### config.mk
export PLATFORM = sky130hd
export DESIGN_NAME = ahb_apb_beat_splitter
export DESIGN_NICKNAME = d
export VERILOG_FILES = /design/src/rtl/ahb_apb_beat_splitter.sv
export SDC_FILE = /design/constraint.sdc
export NUM_CORES = 1
export LEC_CHECK = 0
export CAP_MARGIN = 10
export CORE_MARGIN = 1.5
export CORE_UTILIZATION = 47
export DETAILED_ROUTE_END_ITERATION = 8
export MAX_ROUTING_LAYER = met4
export PLACE_DENSITY = 0.81
export SYNTH_ARGS = -nofsm -noshare
export SYNTH_HDL_FRONTEND = slang
export SYNTH_SLANG_ARGS = --single-unit
export TNS_END_PERCENT = 20
### constraint.sdc
create_clock -name HCLK -period 2.7 [get_ports HCLK]
set_clock_uncertainty 0.2 [all_clocks]
set_input_delay 0.675 -clock HCLK [delete_from_list [all_inputs] [get_ports HCLK]]
set_output_delay 0.675 -clock HCLK [all_outputs]
set_load 0.1 [all_outputs]
### src/rtl/ahb_apb_beat_splitter.sv
// Splits one AHB transfer request (one-hot byte length 1..32) into 32-bit APB beats.
// Optional macro SPLITTER_ERR_EN: reject non-one-hot lengths and pulse LEN_ERR instead of issuing a beat.
module ahb_apb_beat_splitter (
  input  logic        HCLK,
  input  logic        HRESET,
  input  logic        REQ_VALID,
  output logic        REQ_READY,
  input  logic [31:0] REQ_ADDR,
  input  logic [5:0]  REQ_LENGTH,
  input  logic        REQ_WRITE,
  output logic        BEAT_VALID,
  input  logic        BEAT_READY,
  output logic [31:0] BEAT_ADDR,
  output logic [3:0]  BEAT_STRB,
  output logic        BEAT_WRITE,
  output logic        BEAT_LAST,
  output logic [2:0]  BEAT_INDEX,
`ifdef SPLITTER_ERR_EN
  output logic        LEN_ERR,
`endif
  output logic        BUSY
);

  localparam logic S_IDLE  = 1'b0;
  localparam logic S_ISSUE = 1'b1;

  logic        r_state, w_state_nxt;
  logic [31:0] r_addr, w_addr_nxt;
  logic [3:0]  r_strb, w_strb_nxt;
  logic        r_write, w_write_nxt;
  logic        r_last, w_last_nxt;
  logic [2:0]  r_index, w_index_nxt;
  logic [2:0]  r_remain, w_remain_nxt;
  logic        r_req_ready, r_beat_valid, r_busy;
  logic        r_len_err, w_len_err_nxt;
  logic        w_load;

  logic        w_len_ok;
  logic [5:0]  w_len_eff;
  logic [3:0]  w_req_strb;
  logic [2:0]  w_req_remain;

  // Request decode: invalid lengths fall back to a single byte
  always_comb begin
    w_len_ok  = (REQ_LENGTH != 6'd0) && ((REQ_LENGTH & (REQ_LENGTH - 6'd1)) == 6'd0);
    w_len_eff = w_len_ok ? REQ_LENGTH : 6'd1;
    if (w_len_eff[0])
      w_req_strb = 4'b0001 << REQ_ADDR[1:0];
    else if (w_len_eff[1])
      w_req_strb = 4'b0011 << {REQ_ADDR[1], 1'b0};
    else
      w_req_strb = 4'b1111;
    if (w_len_eff[5])
      w_req_remain = 3'd7;
    else if (w_len_eff[4])
      w_req_remain = 3'd3;
    else if (w_len_eff[3])
      w_req_remain = 3'd1;
    else
      w_req_remain = 3'd0;
  end

  always_comb begin
    w_state_nxt   = r_state;
    w_addr_nxt    = r_addr;
    w_strb_nxt    = r_strb;
    w_write_nxt   = r_write;
    w_last_nxt    = r_last;
    w_index_nxt   = r_index;
    w_remain_nxt  = r_remain;
    w_len_err_nxt = 1'b0;
    w_load        = 1'b0;
    case (r_state)
      S_IDLE: begin
        if (REQ_VALID) begin
`ifdef SPLITTER_ERR_EN
          if (!w_len_ok)
            w_len_err_nxt = 1'b1;
          else
            w_load = 1'b1;
`else
          w_load = 1'b1;
`endif
        end
        if (w_load) begin
          w_state_nxt  = S_ISSUE;
          w_addr_nxt   = {REQ_ADDR[31:2], 2'b00};
          w_strb_nxt   = w_req_strb;
          w_write_nxt  = REQ_WRITE;
          w_index_nxt  = 3'd0;
          w_remain_nxt = w_req_remain;
          w_last_nxt   = (w_req_remain == 3'd0);
        end
      end
      S_ISSUE: begin
        if (BEAT_READY) begin
          if (r_remain == 3'd0) begin
            w_state_nxt = S_IDLE;
            w_last_nxt  = 1'b0;
          end else begin
            w_addr_nxt   = r_addr + 32'd4;
            w_index_nxt  = r_index + 3'd1;
            w_remain_nxt = r_remain - 3'd1;
            w_last_nxt   = (r_remain == 3'd1);
          end
        end
      end
    endcase
  end

  // Handshake flags are registered copies of the next state so no input reaches an output combinationally
  always_ff @(posedge HCLK or posedge HRESET) begin
    if (HRESET) begin
      r_state      <= S_IDLE;
      r_addr       <= 32'd0;
      r_strb       <= 4'd0;
      r_write      <= 1'b0;
      r_last       <= 1'b0;
      r_index      <= 3'd0;
      r_remain     <= 3'd0;
      r_req_ready  <= 1'b1;
      r_beat_valid <= 1'b0;
      r_busy       <= 1'b0;
      r_len_err    <= 1'b0;
    end else begin
      r_state      <= w_state_nxt;
      r_addr       <= w_addr_nxt;
      r_strb       <= w_strb_nxt;
      r_write      <= w_write_nxt;
      r_last       <= w_last_nxt;
      r_index      <= w_index_nxt;
      r_remain     <= w_remain_nxt;
      r_req_ready  <= (w_state_nxt == S_IDLE);
      r_beat_valid <= (w_state_nxt == S_ISSUE);
      r_busy       <= (w_state_nxt == S_ISSUE);
      r_len_err    <= w_len_err_nxt;
    end
  end

  assign REQ_READY  = r_req_ready;
  assign BEAT_VALID = r_beat_valid;
  assign BUSY       = r_busy;
  assign BEAT_ADDR  = r_addr;
  assign BEAT_STRB  = r_strb;
  assign BEAT_WRITE = r_write;
  assign BEAT_LAST  = r_last;
  assign BEAT_INDEX = r_index;
`ifdef SPLITTER_ERR_EN
  assign LEN_ERR    = r_len_err;
`else
  logic w_unused;
  assign w_unused = r_len_err;
`endif

endmodule

## Word-level counts from Yosys, hierarchy flattened

Index checks and enable logic that the tools add are counted.

- Bits in registers: 46
- Bits in latches: 0
- Bits in writable memories: 0
- Memory bits (read-only): 0
- Input bits: 43
- Output and inout bits: 44
- Word-level logic and storage cells: 57
- Memories kept: 0

- $add $sub $neg: 4
- Multipliers: 0
- Div/mod/pow operators: 0
- Magnitude comparators: 0
- Equality and inequality tests: 4
- Shift-type cells: 2
- Multiplexer cells: 28
- Bitwise logic cells: 3
- Reduce and logical (&&, ||, !) cells: 8

Operators by type and width:

| kind | number |
|---|---|
| $mux 32 | 3 |
| $pmux 32 s2 | 1 |
| $add 32x3->32 const B | 1 |
| $mux 3 | 7 |
| $pmux 3 s2 | 2 |
| $mux 1 | 9 |
| $mux 4 | 2 |
| $and 6x6->6 | 1 |
| $logic_not 3->1 | 2 |
| $logic_not 6->1 | 1 |
| $mux 6 | 1 |
| $reduce_bool 6->1 | 1 |
| $sub 6x1->6 const B | 1 |
| $ne 2x2->1 const B | 2 |
| $pmux 1 s2 | 2 |
| $reduce_and 2->1 | 2 |
| $shl 1x2->4 const A | 1 |
| $shl 2x2->4 const A | 1 |
| $add 3x1->3 const B | 1 |
| $eq 3x1->1 const B | 1 |
| $reduce_and 3->1 | 1 |
| $sub 3x1->3 const B | 1 |
| $mux 2 | 1 |
| $ne 2x1->1 const B | 1 |
| 2 further kinds | 3 |

## Longest topological paths before layout

- Depth in word-level cells: 11
- Depth in mapped cells: 8

## Worst setup path before layout

No wires, ideal clock.

- Path type: register to register
- Start: reg r_addr[3] (netlist: BEAT_ADDR[3])
- End: reg r_addr[26] (netlist: BEAT_ADDR[26])
- Setup time: 0.094 ns
- Data arrival time: 2.389 ns
- Path slack: 0.017 ns
- Cell stages (with the launch flop): 9
- Path buffers: 2
- Period minus slack after synthesis: 2.683 ns
- Cell sequence: dfrtp_1 -> ha_1 -> and3_1 -> clkbuf_1 -> and2_1 -> clkbuf_2 -> and4b_1 -> a211oi_1 -> a211oi_1

- Word-level cells in the longest chain between the ends: 4

Ends and longest elaborated chain:

| element | line | RTL |
|---|---|---|
| from (decl) | 28 | `logic [31:0] r_addr, w_addr_nxt;` |
| from (signal assigned) | 127 | `r_addr <= w_addr_nxt;` |
| $add 32x3->32 | 101 | `w_addr_nxt = r_addr + 32'd4;` |
| $mux 32 | 97 | `if (r_remain == 3'd0) begin` |
| $mux 32 | 96 | `if (BEAT_READY) begin` |
| $pmux 32 s2 | 73 | `case (r_state)` |

Every way passes these cells. The select of a mux whose other input is x is not followed.
A chain may end at the register's enable or synchronous reset.

## Final worst setup path

- Start: in BEAT_READY
- End: reg r_addr[21] (netlist: BEAT_ADDR[21])

- Word-level cells in the longest chain between the ends: 2

Ends and longest elaborated chain:

| element | line | RTL |
|---|---|---|
| from (decl) | 12 | `input logic BEAT_READY,` |
| $ne 2x2->1 (no source line) | -- |  |
| $reduce_and 3->1 (no source line) | -- |  |

Every way passes these cells.

==> run_results.csv <==
group,metric,value,unit
run_status,status,"complete, no violations",
synthesis,synth_area_leaders,"dfrtp_1 (39%), nand2_1 (4.9%), a21oi_1 (4.7%)",
sta,fin_crit,2420,ps
drt,viasPerCell,5.93,
clock_network,cts-root-buf,"clkbuf_8",
synthesis,syn_inst,322,
die,coreArea,0.00557,mm^2
die,die_h,79.5,um
drt,first_iter_violations,192,
finish,n_fill_cell,496,
global_routing,grt_pass1_vias,2669,
clock_network,cts_sinks,44,
finish,layout-drive-gt1-share,18.6,%
clock_network,cts_setup_buffers,0,
die,io_pins,87,
critical_path,reg2reg_slack,380,ps
finish,nets,457,
clock_network,cts_buffer_depth,2,
synthesis,synthFlopType,"dfrtp_1",
synthesis,synth_top_area_cell,"dfrtp_1",
critical_path,r2r_cells,7,
critical_path,worstSetupStartpoint,"BEAT_READY",
synthesis,yosys.area_share.xor_xnor,2.23,%
placement,dpl.hpwl,5950,um
die,die_x,79.5,um
critical_path,startpoint_type,"input port",
clock_network,clk_pin_slew,80,ps
clock_network,cts_buffers,5,
drt,firstDrtPassIters,4,
clock_network,cts_tree,"yes",
synthesis,synth_commonest_cells,"dfrtp_1 (43), nand2_1 (36), nor2_1 (27), a21oi_1 (26), o21ai_0 (20)",
sta,maxSlewHeadroom,61.9,%
global_routing,grt_max_degree,45,
clock_network,clkLatencyLatePin,300,ps
drt,wl_per_cell,16.7,um
clock_network,h-tree-depth,2,
drt,drc,0,
finish,final_util,67.0,%
placement,numPortBuffers,84,
synthesis,yosysMostFrequentCell,"dfrtp_1",
sta,hold_viol_final,0,
sta,period_share,89.5,%
synthesis,synth_top_area_share,39.1,%
critical_path,critPathMaxFanout,5,
global_routing,antenna_found_initial,0,
critical_path,r2r_start,"r_remain[0]$_DFFE_PP0P_",
critical_path,arrival,2410,ps
synthesis,ys_seq_area_share,40.1,%
synthesis,yosys.area_share.simple,26.3,%
die,num_rows,27,
placement,dp_cells,474,
global_routing,grt_usage,27.2,%
die,die_area,0.00632,mm^2
synthesis,yosys.area_share.adder,2.27,%
placement,globalplace.congestion,0.919,
synthesis,postSynthAreaPerCell,8.54,um^2
min_path,hold_path.class,"reg2reg",
synthesis,async_flop_share,100,%
drt,finalWirelength,8050,um
min_path,holdPathStages,2,
sta,holdWs,282,ps
run,drv_cap,0,
finish,instances_no_fill,481,
drt,drtAntennaViolNets,0,
synthesis,synth-seq-cells,44,
synthesis,synth-compound-area-share,23.1,%
synthesis,synth_edf_count,0,
critical_path,critPathKind,"in2reg",
synthesis,synth.distinct_cells,63,
clock_network,cts-hold-fix-buffers,0,
synthesis,syn-cell-area,0.00275,mm^2
global_routing,grt_pass1_wl,13000,um
sta,worst_pin_slew,572,ps
critical_path,crit_path_end,"BEAT_ADDR[21]$_DFFE_PP0P_",
sta,rsz0062_at_grt,"no",
clock_network,cts-resized-gates,0,
critical_path,end_kind,"flip-flop",
sta,fmax,414,MHz
synthesis,synth_top_family_by_area,"simple AND/OR/NAND/NOR gates",
critical_path,worstReg2RegEnd,"BEAT_ADDR[21]$_DFFE_PP0P_",
die,start_util,49.3,%
sta,setup_viol,0,
global_routing,grt-ovfl-total,0,
drt,dr_total_vias,2852,
synthesis,synthMuxAreaShare,0.364,%
finish,diodes,0,
critical_path,cp_data_required_time,2690,ps
synthesis,yosysWarnings,0,
sta,final_max_slew_viol_count,0,
sta,timing.setup.tns,0,ps
finish,area_growth_syn_to_layout,35.7,%
flip-flops by register name, summed over array words and instances, names as in the netlist:
| register | flops |
|---|---|
| BEAT_LAST | 1 |
| REQ_READY | 1 |
| BUSY | 1 |
| BEAT_WRITE | 1 |
| BEAT_STRB | 4 |
| r_remain | 3 |
| BEAT_INDEX | 3 |
| BEAT_ADDR | 30 |
layout make-up:
class                      count  area, um^2  share of cell area [%]
multi-input combinational    244        1500                    40.2
sequential                    44        1100                    29.5
inverter                      15        56.3                    1.51
clock buffer                   7        96.3                    2.58
timing repair buffer          99         886                    23.7
tap                           72        90.1                    2.41
how the worst min path moves through the flow:
stage | start | to | slack, ps
after floorplan | r_remain[1]$_DFFE_PP0P_ | r_remain[1]$_DFFE_PP0P_ | 280
after global placement | BEAT_WRITE$_DFFE_PP0P_ | BEAT_WRITE$_DFFE_PP0P_ | 260
after detailed placement | BEAT_WRITE$_DFFE_PP0P_ | BEAT_WRITE$_DFFE_PP0P_ | 260
after CTS | BEAT_WRITE$_DFFE_PP0P_ | BEAT_WRITE$_DFFE_PP0P_ | 280
after global routing | BEAT_WRITE$_DFFE_PP0P_ | BEAT_WRITE$_DFFE_PP0P_ | 300
final | BEAT_WRITE$_DFFE_PP0P_ | BEAT_WRITE$_DFFE_PP0P_ | 280
metrics by stage:
stage          instance area [um^2]  setup WS, ps
2_1_floorplan                  2750          17.2
3_3_place_gp                   3640          67.6
3_5_place_dp                   3640          1.20
4_1_cts                        3730           315
5_1_grt                        3730           220
6_report                       3730           282
worst max-delay path, cell delays in order:
cell and delay, ps:
clkdlybuf4s50_1 540, nand2_1 200, nor4_4 290, nand3_1 200, o211a_1 250, a211o_1 250
cell families (layout without fill, tap and decap cells):
logic type | Yosys count | count (layout)
DFF | 44 | 44
other | 1 | 2
muxes | 1 | 1
xor gates and xnor gates | 7 | 7
AOI/OAI and AO/OA | 96 | 96
and+or+nand+nor | 133 | 133
adders and majority gates | 5 | 5
buffers and inverters | 35 | 121
cells in the final DEF (no fill, tap or decap), types with 7 or more instances in the layout:
| master | instances |
|---|---|
| nor3_1 | 7 |
| a21oi_1 | 26 |
| dfrtp_1 | 43 |
| inv_1 | 14 |
| o21ai_0 | 20 |
| and3_1 | 9 |
| clkbuf_8 | 7 |
| nor2_1 | 27 |
| buf_4 | 54 |
| nand3_1 | 16 |
| nand2_1 | 36 |
| clkdlybuf4s50_1 | 42 |
routing by layer:
layer	global-route usage [%]	wire, um	up-vias
li1	-	-	1347
met2	43.8	3910	125
met1	34.8	3500	1367
met3	4.91	489	13
met5	-	0	-
met4	8.60	142	0
Power is left out: the tool's default activity adds up to more than one toggle a clock period on the data nets, which glitch-free logic cannot reach.
